<file path="config.mk">
export PLATFORM = sky130hd
export DESIGN_NAME = vga_mode_sched
export DESIGN_NICKNAME = d
export VERILOG_FILES = /design/src/rtl/vga_mode_pkg.sv /design/src/rtl/vga_cmd_parser.sv /design/src/rtl/vga_mode_sched.sv
export SDC_FILE = /design/constraint.sdc
export NUM_CORES = 1
export LEC_CHECK = 0
export CORE_MARGIN = 8
export CORE_UTILIZATION = 60
export CTS_CLUSTER_DIAMETER = 80
export DETAILED_ROUTE_END_ITERATION = 6
export PLACE_DENSITY = 0.87
export SLEW_MARGIN = 20
export SYNTH_ARGS = -nofsm -noshare
export SYNTH_HDL_FRONTEND = slang
export SYNTH_SLANG_ARGS = --single-unit
</file>
<file path="constraint.sdc">
create_clock -name pclk -period 5.4 [get_ports pclk]
set_clock_uncertainty 0.15 [all_clocks]
set_input_delay 1.08 -clock pclk [delete_from_list [all_inputs] [get_ports pclk]]
set_output_delay 1.08 -clock pclk [all_outputs]
set_load 0.03 [all_outputs]
</file>
<file path="src/rtl/vga_mode_pkg.sv">
// Shared constants, mode encodings and parser types for the VGA mode scheduler.
package vga_mode_pkg;

  localparam logic [7:0] HDR          = 8'hA5;
  localparam logic [7:0] CMD_SET_MODE = 8'h01;
  localparam logic [7:0] CMD_SET_THR  = 8'h02;
  localparam logic [7:0] CMD_QUERY    = 8'h03;
  localparam logic [7:0] ACK          = 8'h06;
  localparam logic [7:0] NAK          = 8'h15;

  localparam logic [1:0] MODE_RGB   = 2'd1;
  localparam logic [1:0] MODE_GRAY  = 2'd2;
  localparam logic [1:0] MODE_SOBEL = 2'd3;

  typedef enum logic [1:0] {
    S_HDR = 2'd0,
    S_CMD = 2'd1,
    S_ARG = 2'd2,
    S_CHK = 2'd3
  } parser_state_t;

  typedef struct packed {
    logic [7:0] cmd;
    logic [7:0] arg;
    logic       ok;
  } pkt_t;

endpackage

</file>
<file path="src/rtl/vga_cmd_parser.sv">
// Command packet parser: header sync, byte capture, checksum and inter-byte timeout.
module vga_cmd_parser
  import vga_mode_pkg::*;
#(
  parameter int unsigned TIMEOUT_CYC = 250000
) (
  input  logic       pclk,
  input  logic       rst_n,
  input  logic [7:0] rx_data,
  input  logic       rx_done,
  output logic       pkt_stb,
  output pkt_t       pkt,
  output logic       tout
);

  localparam int unsigned CW = (TIMEOUT_CYC > 1) ? $clog2(TIMEOUT_CYC) : 1;
  localparam logic [CW-1:0] TO_LAST = CW'(TIMEOUT_CYC - 1);

  parser_state_t state;
  logic [7:0]    cmd_q;
  logic [7:0]    arg_q;
  logic [CW-1:0] cnt;

  // A byte arriving on the expiry cycle wins over the timeout.
  assign tout    = (state != S_HDR) && !rx_done && (cnt == TO_LAST);
  assign pkt_stb = rx_done && (state == S_CHK);
  assign pkt     = '{cmd: cmd_q, arg: arg_q, ok: (rx_data == (HDR ^ cmd_q ^ arg_q))};

  always_ff @(posedge pclk) begin
    if (!rst_n) begin
      state <= S_HDR;
      cmd_q <= '0;
      arg_q <= '0;
      cnt   <= '0;
    end else if (rx_done) begin
      cnt <= '0;
      unique case (state)
        S_HDR: if (rx_data == HDR) state <= S_CMD;
        S_CMD: begin cmd_q <= rx_data; state <= S_ARG; end
        S_ARG: begin arg_q <= rx_data; state <= S_CHK; end
        S_CHK: state <= S_HDR;
        default: state <= S_HDR;
      endcase
    end else if (tout) begin
      state <= S_HDR;
      cnt   <= '0;
    end else if (state != S_HDR) begin
      cnt <= cnt + 1'b1;
    end
  end

endmodule

</file>
<file path="src/rtl/vga_mode_sched.sv">
// Frame-synchronous mode/threshold scheduler: pending registers committed at vsync start, ACK/NAK responses.
module vga_mode_sched
  import vga_mode_pkg::*;
#(
  parameter logic        VSYNC_ACT   = 1'b0,
  parameter int unsigned TIMEOUT_CYC = 250000,
  parameter logic [7:0]  THRESH_RST  = 8'h80
) (
  input  logic       pclk,
  input  logic       rst_n,
  input  logic [7:0] rx_data,
  input  logic       rx_done,
  input  logic       vsync_ref,
  output logic [1:0] mode_sel,
  output logic [7:0] sobel_thresh,
  output logic       commit,
  output logic       pending,
  output logic       cmd_err,
  output logic       ack_valid,
  output logic [7:0] ack_data,
  input  logic       ack_ready
);

  logic       pkt_stb;
  pkt_t       pkt;
  logic       tout;
  logic       vsync_q;
  logic       boundary;
  logic       set_mode, set_thr, query, pkt_err;
  logic       dirty_mode, dirty_thr, dirty_mode_n, dirty_thr_n;
  logic [1:0] pend_mode;
  logic [7:0] pend_thresh;
  logic [7:0] resp_byte;

  vga_cmd_parser #(.TIMEOUT_CYC(TIMEOUT_CYC)) u_parser (
    .pclk    (pclk),
    .rst_n   (rst_n),
    .rx_data (rx_data),
    .rx_done (rx_done),
    .pkt_stb (pkt_stb),
    .pkt     (pkt),
    .tout    (tout)
  );

  assign boundary = (vsync_ref == VSYNC_ACT) && (vsync_q != VSYNC_ACT);
  assign set_mode = pkt_stb && pkt.ok && (pkt.cmd == CMD_SET_MODE) &&
                    (pkt.arg[7:2] == '0) && (pkt.arg[1:0] != 2'd0);
  assign set_thr  = pkt_stb && pkt.ok && (pkt.cmd == CMD_SET_THR);
  assign query    = pkt_stb && pkt.ok && (pkt.cmd == CMD_QUERY);
  assign pkt_err  = pkt_stb && !(set_mode || set_thr || query);

  // The boundary clears the old dirty state; a set landing in the same cycle re-arms it for the next frame.
  assign dirty_mode_n = set_mode || (dirty_mode && !boundary);
  assign dirty_thr_n  = set_thr  || (dirty_thr  && !boundary);

  always_comb begin
    resp_byte = NAK;
    if (set_mode || set_thr) resp_byte = ACK;
    else if (query)          resp_byte = {6'b0, mode_sel};
  end

  always_ff @(posedge pclk) begin
    if (!rst_n) begin
      vsync_q      <= ~VSYNC_ACT;
      mode_sel     <= MODE_RGB;
      sobel_thresh <= THRESH_RST;
      pend_mode    <= MODE_RGB;
      pend_thresh  <= THRESH_RST;
      dirty_mode   <= 1'b0;
      dirty_thr    <= 1'b0;
      commit       <= 1'b0;
      pending      <= 1'b0;
      cmd_err      <= 1'b0;
      ack_valid    <= 1'b0;
      ack_data     <= 8'h00;
    end else begin
      vsync_q <= vsync_ref;
      commit  <= boundary && (dirty_mode || dirty_thr);
      if (boundary && dirty_mode) mode_sel     <= pend_mode;
      if (boundary && dirty_thr)  sobel_thresh <= pend_thresh;
      if (set_mode) pend_mode   <= pkt.arg[1:0];
      if (set_thr)  pend_thresh <= pkt.arg;
      dirty_mode <= dirty_mode_n;
      dirty_thr  <= dirty_thr_n;
      pending    <= dirty_mode_n || dirty_thr_n;
      cmd_err    <= tout || pkt_err;
      if (pkt_stb) begin
        ack_valid <= 1'b1;
        ack_data  <= resp_byte;
      end else if (ack_ready) begin
        ack_valid <= 1'b0;
      end
    end
  end

endmodule

</file>
======== After elaboration in Yosys (flattened, before gate mapping) ========
Index checks and enable logic that the tools add are counted.
word-level totals
  flip-flop bits (word level) ............. 71
  word-level logic and storage cells ...... 75
cells by class
  add/sub/neg operators ................... 1
  equality and inequality tests ........... 10
  mux-type cells .......................... 8
  bitwise logic cells ..................... 4
  reduce and logical (&&, ||, !) cells .... 36
operator list
  cell                                                                      number
  18-bit by 1-bit adder with 18-bit output (second input constant)          1
  18-bit equality test (second input constant)                              1
  8-bit by 2-bit equality test with 1-bit output (second input constant)    2
  1-bit logical AND                                                         16
  8-bit by 1-bit equality test with 1-bit output (second input constant)    1
  8-bit equality test                                                       1
  8-bit equality test (second input constant)                               1
  8-bit two-way mux                                                         1
  2-bit one-hot mux with 4 select lines                                     1
  2-bit nonzero test                                                        4
  8-bit XOR                                                                 1
  1-bit logical OR                                                          7
  6-bit logical NOT                                                         1
  2-bit two-way mux                                                         3
  2-bit AND reduction                                                       3
  5-bit two-way mux                                                         1
  2-bit equality test (second input constant)                               2
  4-bit NOT                                                                 1
  1-bit logical NOT                                                         3
  3-bit by 2-bit inequality test with 1-bit output (second input constant)  1
  3-bit OR reduction                                                        1
  2-bit by 1-bit equality test with 1-bit output (second input constant)    1
  2-bit logical NOT                                                         1
  1-bit two-way mux                                                         2
  1-bit NOT                                                                 2

======== Longest topological paths before layout ========
  depth in word-level cells ............... 12
  depth in mapped cells ................... 8
  depth with buffers taken out ............ 7

======== By module ========
From an unflattened synthesis, not the netlist that was laid out.
second synthesis, totals
  cell total of the unflattened synthesis .. 337
  area, all modules ....................... 3095.5 µm²
by module, submodules not included
  module          times used  cells an instance  area each (µm²)
  vga_cmd_parser  1           203                1825.5
  vga_mode_sched  1           134                1270.0

======== Worst setup path before layout ========
Ideal clock, no wire load.
  kind .................................... input to register
  start point ............................. in rx_done
  end point ............................... reg u_parser.cnt[10]
  library setup time ...................... 115 ps
  arrival ................................. 2486 ps
  data required time ...................... 5135 ps
  setup slack ............................. 2650 ps
  stages .................................. 6
  cell sequence ........................... clkbuf_1 or4b_2 o31a_4 nand2_8 buf_12 nor2_1
between the ends
  longest elaborated chain between the ends .. 4
ends and longest elaborated chain
  item                                   line                  source
  start, declared                        vga_mode_sched.sv:12  input logic rx_done,
  1-bit logical NOT                      vga_cmd_parser.sv:25  assign tout = (state != S_HDR) && !rx_done && (cnt == TO_LAST);
  1-bit logical AND (2 in series)        vga_cmd_parser.sv:25
  3-bit OR reduction (no source line) *  --
  end signal, assigned                   vga_cmd_parser.sv:48  cnt <= cnt + 1'b1;
  end, declared                          vga_cmd_parser.sv:22  logic [CW-1:0] cnt;
Every way passes the cells marked *; elsewhere a longest branch is shown, timed or not.
A chain may end at the register's enable or synchronous reset.

======== Worst setup path after layout ========
  start point ............................. in rx_done
  end point ............................... reg pend_thresh[1]
between the ends
  longest elaborated chain between the ends .. 3
ends and longest elaborated chain
  item                             line                  source
  1-bit logical AND                vga_cmd_parser.sv:26  assign pkt_stb = rx_done && (state == S_CHK);
  1-bit logical AND (2 in series)  vga_mode_sched.sv:48  assign set_thr = pkt_stb && pkt.ok && (pkt.cmd == CMD_SET_THR);
  end signal, assigned             vga_mode_sched.sv:82  if (set_thr) pend_thresh <= pkt.arg;
  end, declared                    vga_mode_sched.sv:32  logic [7:0] pend_thresh;
Every way passes these cells.

==> impl_metrics.ini <==
[pwr]
p_sw_mw = 0.235
power.leakage_nw = 1.29
p_clk_frac = 0.487
p_int_mw = 0.893
power.share.sequential = 0.449
p_total_mw = 1.13
peakVddDrop_mv = 0.233
netSwitchingFraction = 0.208
power.density_mw_per_mm2 = 314
power_frac_comb = 0.064

[setup_path]
cp_slowest_cell = nor4_4
critPathKind = in -> reg
worst_setup_path_end_kind = register
cp.buffers_inverters = 2
arrival_ns = 3.33
slowest_delay_ns = 0.58
path_delay_family = simple AND/OR/NAND/NOR gates
critPathMaxFanout = 27
cp.required_ns = 5.45
startpoint_type = primary input
worstPathCellList = clkdlybuf4s50_1, buf_4, nor4bb_1, nand4_1, nor4_4, mux2i_1, nor2_1

[layout]
syn_to_final_growth_pct = 19.1
antenna_cells = 0
final_common_cell = dfxtp_1
final_cells = 436
final_cell_mix = dfxtp_1, nand2_1, nand3_1, nor2_1, a21oi_1
nets = 380
drive_above_1_share = 0.0738
fillers = 383

[synth]
yosysWarnings = 0
ys_seq_elements = 67
synthArstFlopShare = 0
synth_area_mm2 = 0.00302
synth_area_leader_cell = dfxtp_1
postSynthCellCount = 337
synth_edf_count = 0
ys_seq_area_frac = 0.444
synth.top_cell.area_share = 0.444
yosysUniqueCellTypes = 45
syn_avg_cell_area_um2 = 8.97
yosys_most_used_dff = dfxtp_1
synthTopCellsByArea = dfxtp_1, nand3_1, a21oi_1, nand2_1, nor2_1

[drt]
dr.pass1.iters = 5
drt-vias-per-instance = 5.62
drc = 0
wirelength_um = 6480
wire_per_inst_um = 14.9
drt_iter0_markers = 109
ant_nets = 0
vias = 2450

[placement]
port_buffers = 30
hpwl_um = 4310
dp.cells = 421
place_congestion = 0.816

[global_routing]
antenna_found_initial = 0
grt_busiest_layer = met2
track_usage = 0.178
overflow = 0
grt_use_met1 = 0.201
grt_max_degree = 41
met3_usage = 0.0519
grt_pass1_vias = 2255
grt_pass1_wl_um = 10600
grt_use_met2 = 0.297

[clocking]
cts_resized = 0
numCtsBuffers = 9
tritoncts = built
ctsLongestPathBuffers = 2
ctsHoldBuffers = 0
numClockSinks = 67
root_buffer = clkbuf_8
clock_latency_ns = 0.34
htreeDepth = 3
post-cts-setup-buffer-count = 0
clkTransAtPathRegs_ns = 0.07

[floorplanning]
start_util = 0.607
rows = 26
dieArea_mm2 = 0.00756
die_h_um = 87.0
core_mm2 = 0.00498
die_w_um = 87.0
io_pins = 35

[hold_path]
hold_path_class = reg -> reg

[sta]
finalMaxSlewViolations = 0
fmax_ghz = 0.305
finalHoldViolCount = 0
fin_tns_setup_ns = 0
worstMarginPinSlew_ns = 0.694
finalSetupViolCount = 0
fin_crit_ns = 3.28
rsz0062_at_grt = false
finalCritPeriodShare = 0.607
holdWs_ns = 0.303
max_slew_margin = 0.534

[job]
maxCapViolCount = 0

[outcome]
status = finished clean
## synth_stat cells, types with 2 or more instances
cell type  count
nor2_1        33
ha_1           5
nand4b_1       3
nor3_1         3
nor4bb_1       3
and3_1         4
xnor3_1        3
nand3_1       35
a21oi_1       33
or2_2          2
dfxtp_1       67
nand2_1       44
o211ai_1       2
mux2i_1        9
nand2b_1       5
inv_1          5
nand4_1        5
xor3_1         4
nor2b_1        3
nor4_1         5
buf_2          3
o21ai_0        6
buf_4          4
or4_1          2
clkbuf_1      13
xnor2_1        9
xor2_1         9
## tightest hold or removal path, cell delays in order (launching register included)
cell     delay, ns
dfxtp_1       0.31
nand2_1       0.05
a21oi_1       0.05
## routing by layer
layer,share of wire,vias to the layer above
li1,-,1210
met1,0.43,1162
met2,0.49,60
met3,0.059,18
met4,0.021,0
met5,0,-
## registers in the layout (all words and copies together), names as in the netlist
signal,count
pend_mode,2
commit,1
u_parser.cnt,18
vsync_q,1
dirty_mode,1
u_parser.arg_q,8
sobel_thresh,8
ack_data,4
u_parser.cmd_q,8
dirty_thr,1
ack_valid,1
mode_sel,2
cmd_err,1
u_parser.state,2
pend_thresh,8
pending,1
## through the flow
stage                      util  setup slack (ns)  cell area (um2)
after global routing      0.723              1.99             3600
after floorplan               -              2.65             3030
after global placement    0.669              1.69             3330
after detailed placement  0.669              1.61             3330
final                     0.723              2.12             3600
after CTS                 0.721              1.87             3590
## worst paths after layout
kind,slack [ns],depth (start not counted),endpoint,start
max reg2reg,2.94,6,pend_thresh[1],u_parser.state[0]
max,2.12,7,pend_thresh[1],rx_done
min reg2reg,0.30,2,sobel_thresh[1],sobel_thresh[1]
min,0.30,2,sobel_thresh[1],sobel_thresh[1]
## cell type report
cell class	count	area (um2)	area share
Multi-Input combinational cell	247	1570	0.437
Timing Repair Buffer	32	315	0.0876
Clock inverter	5	125	0.0348
Sequential cell	67	1340	0.373
Tap cell	70	87.6	0.0243
Inverter	5	18.8	0.00521
Clock buffer	10	138	0.0382
## kinds of logic (layout without fill, tap and decap cells)
kind of cell / after synthesis / in the layout / synth area share
AO/OA/AOI/OAI: 50 / 50 / 0.0969
XOR/XNOR: 25 / 25 / 0.106
buffers and inverters: 26 / 52 / 0.0439
adder cells (fa/ha/maj): 5 / 5 / 0.0207
AND/OR/NAND/NOR: 154 / 154 / 0.258
multiplexers: 9 / 9 / 0.0298
other: 1 / 4 / 0.00124
flip-flops: 67 / 67 / 0.444
## power groups by stage
| stage | Combinational [mW] | Clock, mW | Sequential [mW] |
|---|---|---|---|
| 6_report | 0.0724 | 0.550 | 0.507 |
| 5_1_grt | 0.0788 | 0.574 | 0.507 |
| 4_1_cts | 0.0709 | 0.554 | 0.506 |
| 3_5_place_dp | 0.0700 | 0 | 0.517 |
| 3_3_place_gp | 0.0681 | 0 | 0.517 |
| 2_1_floorplan | 0.0534 | 0 | 0.515 |
Note: power is estimated with default switching activity, not from simulation.
